### src/rtl/maxpool_stream_if.sv
// maxpool_stream_if: control, sample and pooled-result signals of the max-pool stage.
// master drives frame start and samples; slave is the pooling engine.
interface maxpool_stream_if #(
  parameter int unsigned DATA_SIZE = 16,
  parameter int unsigned IN_W      = 8,
  parameter int unsigned IN_H      = 8,
  parameter int unsigned CHANNELS  = 16
);
  localparam int unsigned OROW_W = (IN_H / 2 > 1) ? $clog2(IN_H / 2) : 1;
  localparam int unsigned OCOL_W = (IN_W / 2 > 1) ? $clog2(IN_W / 2) : 1;
  localparam int unsigned CH_W   = (CHANNELS > 1) ? $clog2(CHANNELS) : 1;

  logic                        pool_en;
  logic                        in_valid;
  logic signed [DATA_SIZE-1:0] in_data;
  logic                        out_valid;
  logic signed [DATA_SIZE-1:0] out_data;
  logic [OROW_W-1:0]           out_row;
  logic [OCOL_W-1:0]           out_col;
  logic [CH_W-1:0]             out_ch;
  logic                        busy;
  logic                        pool_finish;

  modport master (
    output pool_en, in_valid, in_data,
    input  out_valid, out_data, out_row, out_col, out_ch, busy, pool_finish
  );

  modport slave (
    input  pool_en, in_valid, in_data,
    output out_valid, out_data, out_row, out_col, out_ch, busy, pool_finish
  );
endinterface

### src/rtl/maxpool_stream.sv
// maxpool_stream: 2x2 stride-2 signed max pooling over a channel-major raster stream.
// Define MAXPOOL_RELU_EN to clamp negative input samples to zero before pooling.
module maxpool_stream #(
  parameter int unsigned DATA_SIZE = 16,
  parameter int unsigned IN_W      = 8,
  parameter int unsigned IN_H      = 8,
  parameter int unsigned CHANNELS  = 16
) (
  input logic             clk,
  input logic             rst,
  maxpool_stream_if.slave bus
);
  localparam int unsigned COL_CW   = $clog2(IN_W);
  localparam int unsigned ROW_CW   = $clog2(IN_H);
  localparam int unsigned CH_CW    = (CHANNELS > 1) ? $clog2(CHANNELS) : 1;
  localparam int unsigned OROW_W   = (IN_H / 2 > 1) ? $clog2(IN_H / 2) : 1;
  localparam int unsigned OCOL_W   = (IN_W / 2 > 1) ? $clog2(IN_W / 2) : 1;
  localparam int unsigned LB_DEPTH = IN_W / 2;

  typedef enum logic [0:0] {
    IDLE = 1'b0,
    RUN  = 1'b1
  } state_t;

  state_t state, state_nxt;

  logic [COL_CW-1:0] col;
  logic [ROW_CW-1:0] row;
  logic [CH_CW-1:0]  ch;

  logic accept_c, start_c, complete_c, last_c;
  logic col_last_c, row_last_c, ch_last_c;
  logic [OCOL_W-1:0] lb_idx_c;

  logic signed [DATA_SIZE-1:0] x_c, hold, pair_max_c, lb_rd_c, result_c;
  logic signed [DATA_SIZE-1:0] linebuf [LB_DEPTH];

  // Position decode for the sample on the bus this cycle
  always_comb begin
    accept_c   = (state == RUN) && bus.in_valid;
    start_c    = (state == IDLE) && bus.pool_en;
    col_last_c = (col == COL_CW'(IN_W - 1));
    row_last_c = (row == ROW_CW'(IN_H - 1));
    ch_last_c  = (ch == CH_CW'(CHANNELS - 1));
    complete_c = accept_c && col[0] && row[0];
    last_c     = accept_c && col_last_c && row_last_c && ch_last_c;
    lb_idx_c   = OCOL_W'(col >> 1);
  end

`ifdef MAXPOOL_RELU_EN
  assign x_c = bus.in_data[DATA_SIZE-1] ? '0 : bus.in_data;
`else
  assign x_c = bus.in_data;
`endif

  // Horizontal pair max, then vertical max against the stored even-row pair
  assign pair_max_c = (x_c > hold) ? x_c : hold;
  assign lb_rd_c    = linebuf[lb_idx_c];
  assign result_c   = (lb_rd_c > pair_max_c) ? lb_rd_c : pair_max_c;

  always_ff @(posedge clk) begin
    if (rst) begin
      state <= IDLE;
    end else begin
      state <= state_nxt;
    end
  end

  always_comb begin
    state_nxt = state;
    unique case (state)
      IDLE:    if (bus.pool_en) state_nxt = RUN;
      RUN:     if (last_c)      state_nxt = IDLE;
      default: state_nxt = IDLE;
    endcase
  end

  // Raster position counters: col -> row -> channel
  always_ff @(posedge clk) begin
    if (rst || start_c) begin
      col <= '0;
      row <= '0;
      ch  <= '0;
    end else if (accept_c) begin
      if (col_last_c) begin
        col <= '0;
        if (row_last_c) begin
          row <= '0;
          ch  <= ch_last_c ? '0 : ch + CH_CW'(1);
        end else begin
          row <= row + ROW_CW'(1);
        end
      end else begin
        col <= col + COL_CW'(1);
      end
    end
  end

  // Pooling storage is fully rewritten before use in every frame, so it carries no reset
  always_ff @(posedge clk) begin
    if (accept_c && !col[0]) begin
      hold <= x_c;
    end
    if (accept_c && col[0] && !row[0]) begin
      linebuf[lb_idx_c] <= pair_max_c;
    end
  end

  always_ff @(posedge clk) begin
    if (rst) begin
      bus.out_valid   <= 1'b0;
      bus.out_data    <= '0;
      bus.out_row     <= '0;
      bus.out_col     <= '0;
      bus.out_ch      <= '0;
      bus.busy        <= 1'b0;
      bus.pool_finish <= 1'b0;
    end else begin
      bus.out_valid   <= complete_c;
      bus.pool_finish <= last_c;
      bus.busy        <= (state_nxt == RUN);
      if (complete_c) begin
        bus.out_data <= result_c;
        bus.out_row  <= OROW_W'(row >> 1);
        bus.out_col  <= lb_idx_c;
        bus.out_ch   <= ch;
      end
    end
  end
endmodule

### src/flat_wrapper.sv
// flat-port wrapper written by rule: the top's interface ports become plain ports
module maxpool_stream_flat 
#(
  parameter int unsigned DATA_SIZE = 16,
  parameter int unsigned IN_W      = 8,
  parameter int unsigned IN_H      = 8,
  parameter int unsigned CHANNELS  = 16
)
  (clk, rst, bus_pool_en, bus_in_valid, bus_in_data, bus_out_valid, bus_out_data, bus_out_row, bus_out_col, bus_out_ch, bus_busy, bus_pool_finish);
  maxpool_stream_if #(.DATA_SIZE(DATA_SIZE), .IN_W(IN_W), .IN_H(IN_H), .CHANNELS(CHANNELS)) bus_i ();
  input logic clk;
  input logic rst;
  input wire logic [$bits(bus_i.pool_en)-1:0] bus_pool_en;
  input wire logic [$bits(bus_i.in_valid)-1:0] bus_in_valid;
  input wire logic [$bits(bus_i.in_data)-1:0] bus_in_data;
  output wire logic [$bits(bus_i.out_valid)-1:0] bus_out_valid;
  output wire logic [$bits(bus_i.out_data)-1:0] bus_out_data;
  output wire logic [$bits(bus_i.out_row)-1:0] bus_out_row;
  output wire logic [$bits(bus_i.out_col)-1:0] bus_out_col;
  output wire logic [$bits(bus_i.out_ch)-1:0] bus_out_ch;
  output wire logic [$bits(bus_i.busy)-1:0] bus_busy;
  output wire logic [$bits(bus_i.pool_finish)-1:0] bus_pool_finish;
  assign bus_i.pool_en = bus_pool_en;
  assign bus_i.in_valid = bus_in_valid;
  assign bus_i.in_data = bus_in_data;
  assign bus_out_valid = bus_i.out_valid;
  assign bus_out_data = bus_i.out_data;
  assign bus_out_row = bus_i.out_row;
  assign bus_out_col = bus_i.out_col;
  assign bus_out_ch = bus_i.out_ch;
  assign bus_busy = bus_i.busy;
  assign bus_pool_finish = bus_i.pool_finish;
  maxpool_stream #(.DATA_SIZE(DATA_SIZE), .IN_W(IN_W), .IN_H(IN_H), .CHANNELS(CHANNELS)) u_core (.clk(clk), .rst(rst), .bus(bus_i));
endmodule
### config.mk
export PLATFORM = sky130hd
export DESIGN_NAME = maxpool_stream_flat
export DESIGN_NICKNAME = d
export VERILOG_FILES = /design/src/rtl/maxpool_stream_if.sv /design/src/rtl/maxpool_stream.sv /design/src/flat_wrapper.sv
export SDC_FILE = /design/constraint.sdc
export NUM_CORES = 1
export LEC_CHECK = 0
export ABC_AREA = 0
export CAP_MARGIN = 0
export CELL_PAD_IN_SITES_DETAIL_PLACEMENT = 1
export CELL_PAD_IN_SITES_GLOBAL_PLACEMENT = 1
export CORE_MARGIN = 2
export CORE_UTILIZATION = 51
export DETAILED_ROUTE_END_ITERATION = 7
export GPL_TIMING_DRIVEN = 1
export PLACE_DENSITY = 0.94
export SLEW_MARGIN = 20
export SYNTH_ARGS = -nofsm -noshare
export SYNTH_HDL_FRONTEND = slang
export SYNTH_SLANG_ARGS = --single-unit
### constraint.sdc
create_clock -name clk -period 8.7 [get_ports clk]
set_input_delay 2.175 -clock clk [delete_from_list [all_inputs] [get_ports clk]]
set_output_delay 2.175 -clock clk [all_outputs]
set_load 0.1 [all_outputs]
Yosys cells after proc, flatten, opt, wreduce, memory -nomap -nowiden
Memory sizes are Yosys's and may differ from the RTL's. A register that Yosys moved wholly into a read port is not among the register bits.
Cells that the tools add are included.
{ "word_totals": {"ram_bits": 64, "input_bits": 20, "wordCells": 47, "output_inout_bits": 27, "mem_count": 1, "ff_bits": 53} }
{ "classes": {"eq_ne": 3, "n_reduce_logical": 14, "n_mux": 12, "n_addsub": 3, "order_cmp": 2, "bitwise_logic": 1} }
{ "memory_table": {"columns": ["name", "depth", "width", "read_ports", "rd_clocked_by_memory_dff", "write_ports", "line", "rtl"], "rows": [
  ["u_core.linebuf", 4, 16, 1, 1, 1, "maxpool_stream.sv:36", "logic signed [DATA_SIZE-1:0] linebuf [LB_DEPTH];"]
]} }
{ "ops": {"columns": ["cell", "count"], "rows": [
  ["> comparator 16 bit", 2],
  ["two-way mux 16 bit", 2],
  ["logical AND 1 bit", 9],
  ["adder 3 x 1 -> 3 bit (second input constant)", 2],
  ["equality test 3 bit (second input constant)", 2],
  ["two-way mux 3 bit", 2],
  ["adder 4 x 1 -> 4 bit (second input constant)", 1],
  ["equality test 4 bit (second input constant)", 1],
  ["two-way mux 1 bit", 4],
  ["two-way mux 2 bit", 2],
  ["two-way mux 4 bit", 1],
  ["AND reduction 3 bit", 1],
  ["zero test 1 bit", 2],
  ["one-hot mux 1 bit (2 select lines)", 1],
  ["AND reduction 2 bit", 1],
  ["logical OR 1 bit", 1],
  ["inverter 1 bit", 1]
]} }

Depth between registers and ports, before layout
{ "logic_depth": {"depth_word": 6, "depth_mapped": 19, "depth_no_buf": 17} }

Worst setup path after synthesis
OpenSTA, ideal clock, no wires.
{ "synth_timing": {"path_kind": "input to register", "from": "input bus_in_data[11]", "to": "register u_core.bus.out_data[10]", "slack_ns": 2.485, "path_stages": 16, "setup_time_ns": 0.119, "n_path_buf": 3, "t_arrival_ns": 6.096, "t_required_ns": 8.581, "cell_sequence": "ha_1 nand4_1 or4_4 o211ai_2 mux2i_2 buf_6 mux2i_1 ha_1 nand4_1 or4_1 a21oi_1 nor4_1 or3_1 clkbuf_1 buf_6 o221a_2"} }
{ "synth_via": {"elab_chain_len": 4} }
{ "synth_rtl": {"columns": ["item", "line", "rtl"], "rows": [
  ["from (decl)", "flat_wrapper.sv:15", "input wire logic [$bits(bus_i.in_data)-1:0] bus_in_data;"],
  ["> comparator 16 bit", "maxpool_stream.sv:57", "assign pair_max_c = (x_c > hold) ? x_c : hold;"],
  ["two-way mux 16 bit *", "maxpool_stream.sv:57", null],
  ["> comparator 16 bit", "maxpool_stream.sv:59", "assign result_c = (lb_rd_c > pair_max_c) ? lb_rd_c : pair_max_c;"],
  ["two-way mux 16 bit *", "maxpool_stream.sv:59", null],
  ["to (signal assigned)", "maxpool_stream.sv:123", "bus.out_data <= result_c;"],
  ["to (decl)", "maxpool_stream_if.sv:31", "output out_valid, out_data, out_row, out_col, out_ch, busy, pool_finish"]
]} }
Every way passes the cells marked *; elsewhere a longest branch is shown, timed or not.
A chain may end at the register's enable or synchronous reset.

Final worst setup path
{ "layout_timing": {"from": "input bus_in_data[15]", "to": "register u_core.bus.out_data[2]"} }
{ "layout_via": {"elab_chain_len": 4} }
{ "layout_rtl": {"columns": ["item", "line", "rtl"], "rows": [
  ["> comparator 16 bit", "maxpool_stream.sv:57", null],
  ["two-way mux 16 bit", "maxpool_stream.sv:57", null],
  ["via u_core.pair_max_c[12]", "maxpool_stream.sv:35", "logic signed [DATA_SIZE-1:0] x_c, hold, pair_max_c, lb_rd_c, result_c;"],
  ["> comparator 16 bit", "maxpool_stream.sv:59", null],
  ["two-way mux 16 bit", "maxpool_stream.sv:59", null]
]} }
The timed path passes the listed nets, and every way through them passes these cells.

==> qor.yml <==
area_growth_pct: 22.9
hp-class: "reg2reg"
drive_gt1_frac: 0.174
final_cells: 625
yosysUniqueCellTypes: 45
fin_ws_ns: 1.31
ant_nets: 0
antenna_found_initial: 0
htree_levels: 4
syn_avg_cell_area_um2: 12.9
tns_ns: 0
pre_cts_ws_ns: 1.05
cts_buffer_depth: 2
fin_area_mm2: 0.00665
synth_warnings: 0
dp.cells: 593
skew_ns: 0.0153
place_hpwl_mm: 10.2
num_io_pins: 47
ys_ff_latch: 119
cts_hold_buf: 0
drt_iter0_drc: 267
p_leak_nw: 2.46
powerDensity_mw_per_mm2: 216
die_y_um: 107
synth_area_mm2: 0.00542
layout_common_cells: "80 x edfxtp_1, 46 x clkdlybuf4s50_1, 41 x nor2_1"
drcViolationCount: 0
worstSetupEndpointType: "flop"
synth-edff-count: 80
ys_seq_area_frac: 0.588
drt-pass1-iter-count: 5
final_hold_viol_count: 0
routedWlPerCell_um: 27.9
clkLatencyLatePin_ns: 0.55
die_x_um: 107
grt_usage: 0.326
period_needed_ns: 7.39
routabilityCongestion: 0.843
cp_slowest_cell: "or3_1"
cp-start-kind: "input pin"
cts_tree: "yes"
ir_worst_vdd_v: 0.000149
path_class: "in2reg"
grt_start_max_net_pins: 29
cts_setup_buffers: 0
dieArea_mm2: 0.0115
vias_per_cell: 6.29
slew_violations: 0
async_reset_ff_frac: 0
routed_wl_mm: 17.4
path_clk_slew_ns: 0.07
grt_pass1_vias: 4432
cts_root_buffer: "clkbuf_8"
num_antenna_cells: 0
rows: 37
tightestPinTransition_ns: 1.03
timing.fmax_mhz: 135
mostFrequentLayoutCell: "edfxtp_1"
grt.overflow.total: 0
synth_ff_type: "edfxtp_1"
portBuffers: 46
dpl_cell_area_mm2: 0.00605
core_area_mm2: 0.0103
post_cts_resized: 0
period_share: 0.849
critPathMaxFanout: 15
grt_setup_unrepaired: "no"
crit_required_ns: 9.12
synth.area.top_cells: "edfxtp_1 44%, dfxtp_1 14%, ha_1 8.5%"
cap_violations: 0
synth.largest_area_cell: "edfxtp_1"
yosys.area.top_type_share: 0.444
vias: 3929
grt_pass1_wl_mm: 26.6
initial_core_util: 0.525
syn-num-nets: 478
worstPathCellList: "clkdlybuf4s50_1, ha_1, nand4_1, or4_4, o211ai_2, mux2i_2, buf_4, mux2_2, inv_1, ha_1, nand4_1, or4_1, a21oi_1, nor4_1, or3_1, o221a_1"
cp.arrival_ns: 7.81
status: "finished, final reports clean"
clock_sinks: 119
setup_violations: 0
cts-buffers-inserted: 17
layout.nets: 533
max_stage_delay_ns: 0.69
relSlewSlack: 0.311
synth_cells: 421
-- through the flow --
stage,hold slack (ns),util,total power [mW]
final,0.460,0.644,1.44
after global routing,0.492,0.644,1.46
after CTS,0.464,0.644,1.44
after detailed placement,0.451,0.586,0.730
after global placement,0.446,0.586,0.719
after floorplan,0.449,-,0.691
-- cells in the mapped netlist, drive strengths merged, types with 2 or more instances --
master,count
nor3,4
edfxtp,80
nand4,6
nor2,41
nand3,4
o22ai,3
or3,2
dfxtp,39
ha,37
o211ai,2
o21ai,7
buf,6
clkbuf,13
nor4,5
mux2,16
and3,2
or4,2
mux4,15
a21o,2
a21oi,29
mux2i,5
inv,35
nand2,39
o221a,14
-- per-layer routing --
metal / part of all wire / GRT usage
met1: 0.37 / 0.364
met2: 0.53 / 0.570
met3: 0.055 / 0.0772
met4: 0.046 / 0.182
met5: 0 / 0
-- worst max-delay path: cells and delay by family --
kind | cells | cell delay [ns]
simple gates | 6 | 2.39
buf+inv | 3 | 0.94
compound gates | 3 | 0.85
mux | 2 | 0.83
fa+ha+maj | 2 | 0.62
-- path summary, 6_finish.rpt --
path / start / endpoint / slack [ns] / cells past startpoint
worst max register to register: u_core.hold[15]$_DFFE_PP_ / u_core.bus.out_data[2]$_SDFFE_PP0P_ / 3.06 / 16
worst max-delay path: bus_in_data[15] / u_core.bus.out_data[2]$_SDFFE_PP0P_ / 1.31 / 16
worst min-delay path: u_core.bus.out_ch[3]$_SDFFE_PP0P_ / u_core.bus.out_ch[3]$_SDFFE_PP0P_ / 0.46 / 2
worst min register to register: u_core.bus.out_ch[3]$_SDFFE_PP0P_ / u_core.bus.out_ch[3]$_SDFFE_PP0P_ / 0.46 / 2
-- where the power goes --
part | leakage (nW) | switching (mW) | internal [mW] | total [mW]
Sequential | 1.04 | 0.00377 | 0.614 | 0.618
Clock | 0.304 | 0.261 | 0.447 | 0.708
Combinational | 1.12 | 0.0701 | 0.0420 | 0.112
-- area by class of cell --
class	count	area, um^2
Sequential cell	119	3180
Multi-Input combinational cell	248	2040
Inverter	35	131
Clock inverter	5	25.0
Timing Repair Buffer	55	528
Tap cell	136	170
Fill cell	980	3670
Clock buffer	27	577
-- logic make-up after synthesis --
| kind of cell | after synthesis | share of synthesized area |
|---|---|---|
| DFF | 119 | 0.588 |
| buffers and inverters | 54 | 0.0407 |
| adders and majority gates | 37 | 0.0855 |
| AOI/OAI and AO/OA | 64 | 0.0832 |
| muxes | 36 | 0.111 |
| and+or+nand+nor | 110 | 0.0901 |
| xor gates and xnor gates | 1 | 0.00162 |
-- flip-flops by register name, indices dropped and copies added (netlist names), named ones only --
| register | flops |
|---|---|
| u_core.linebuf | 64 |
| u_core.bus.out_data | 16 |
| u_core.hold | 16 |
| u_core.bus.out_ch | 4 |
| u_core.ch | 4 |
| u_core.col | 3 |
| u_core.row | 3 |
| u_core.bus.out_col | 2 |
| u_core.bus.out_row | 2 |
| u_core.bus.busy | 1 |
| u_core.bus.out_valid | 1 |
| u_core.bus.pool_finish | 1 |
Note: power is estimated with default switching activity, not from simulation.
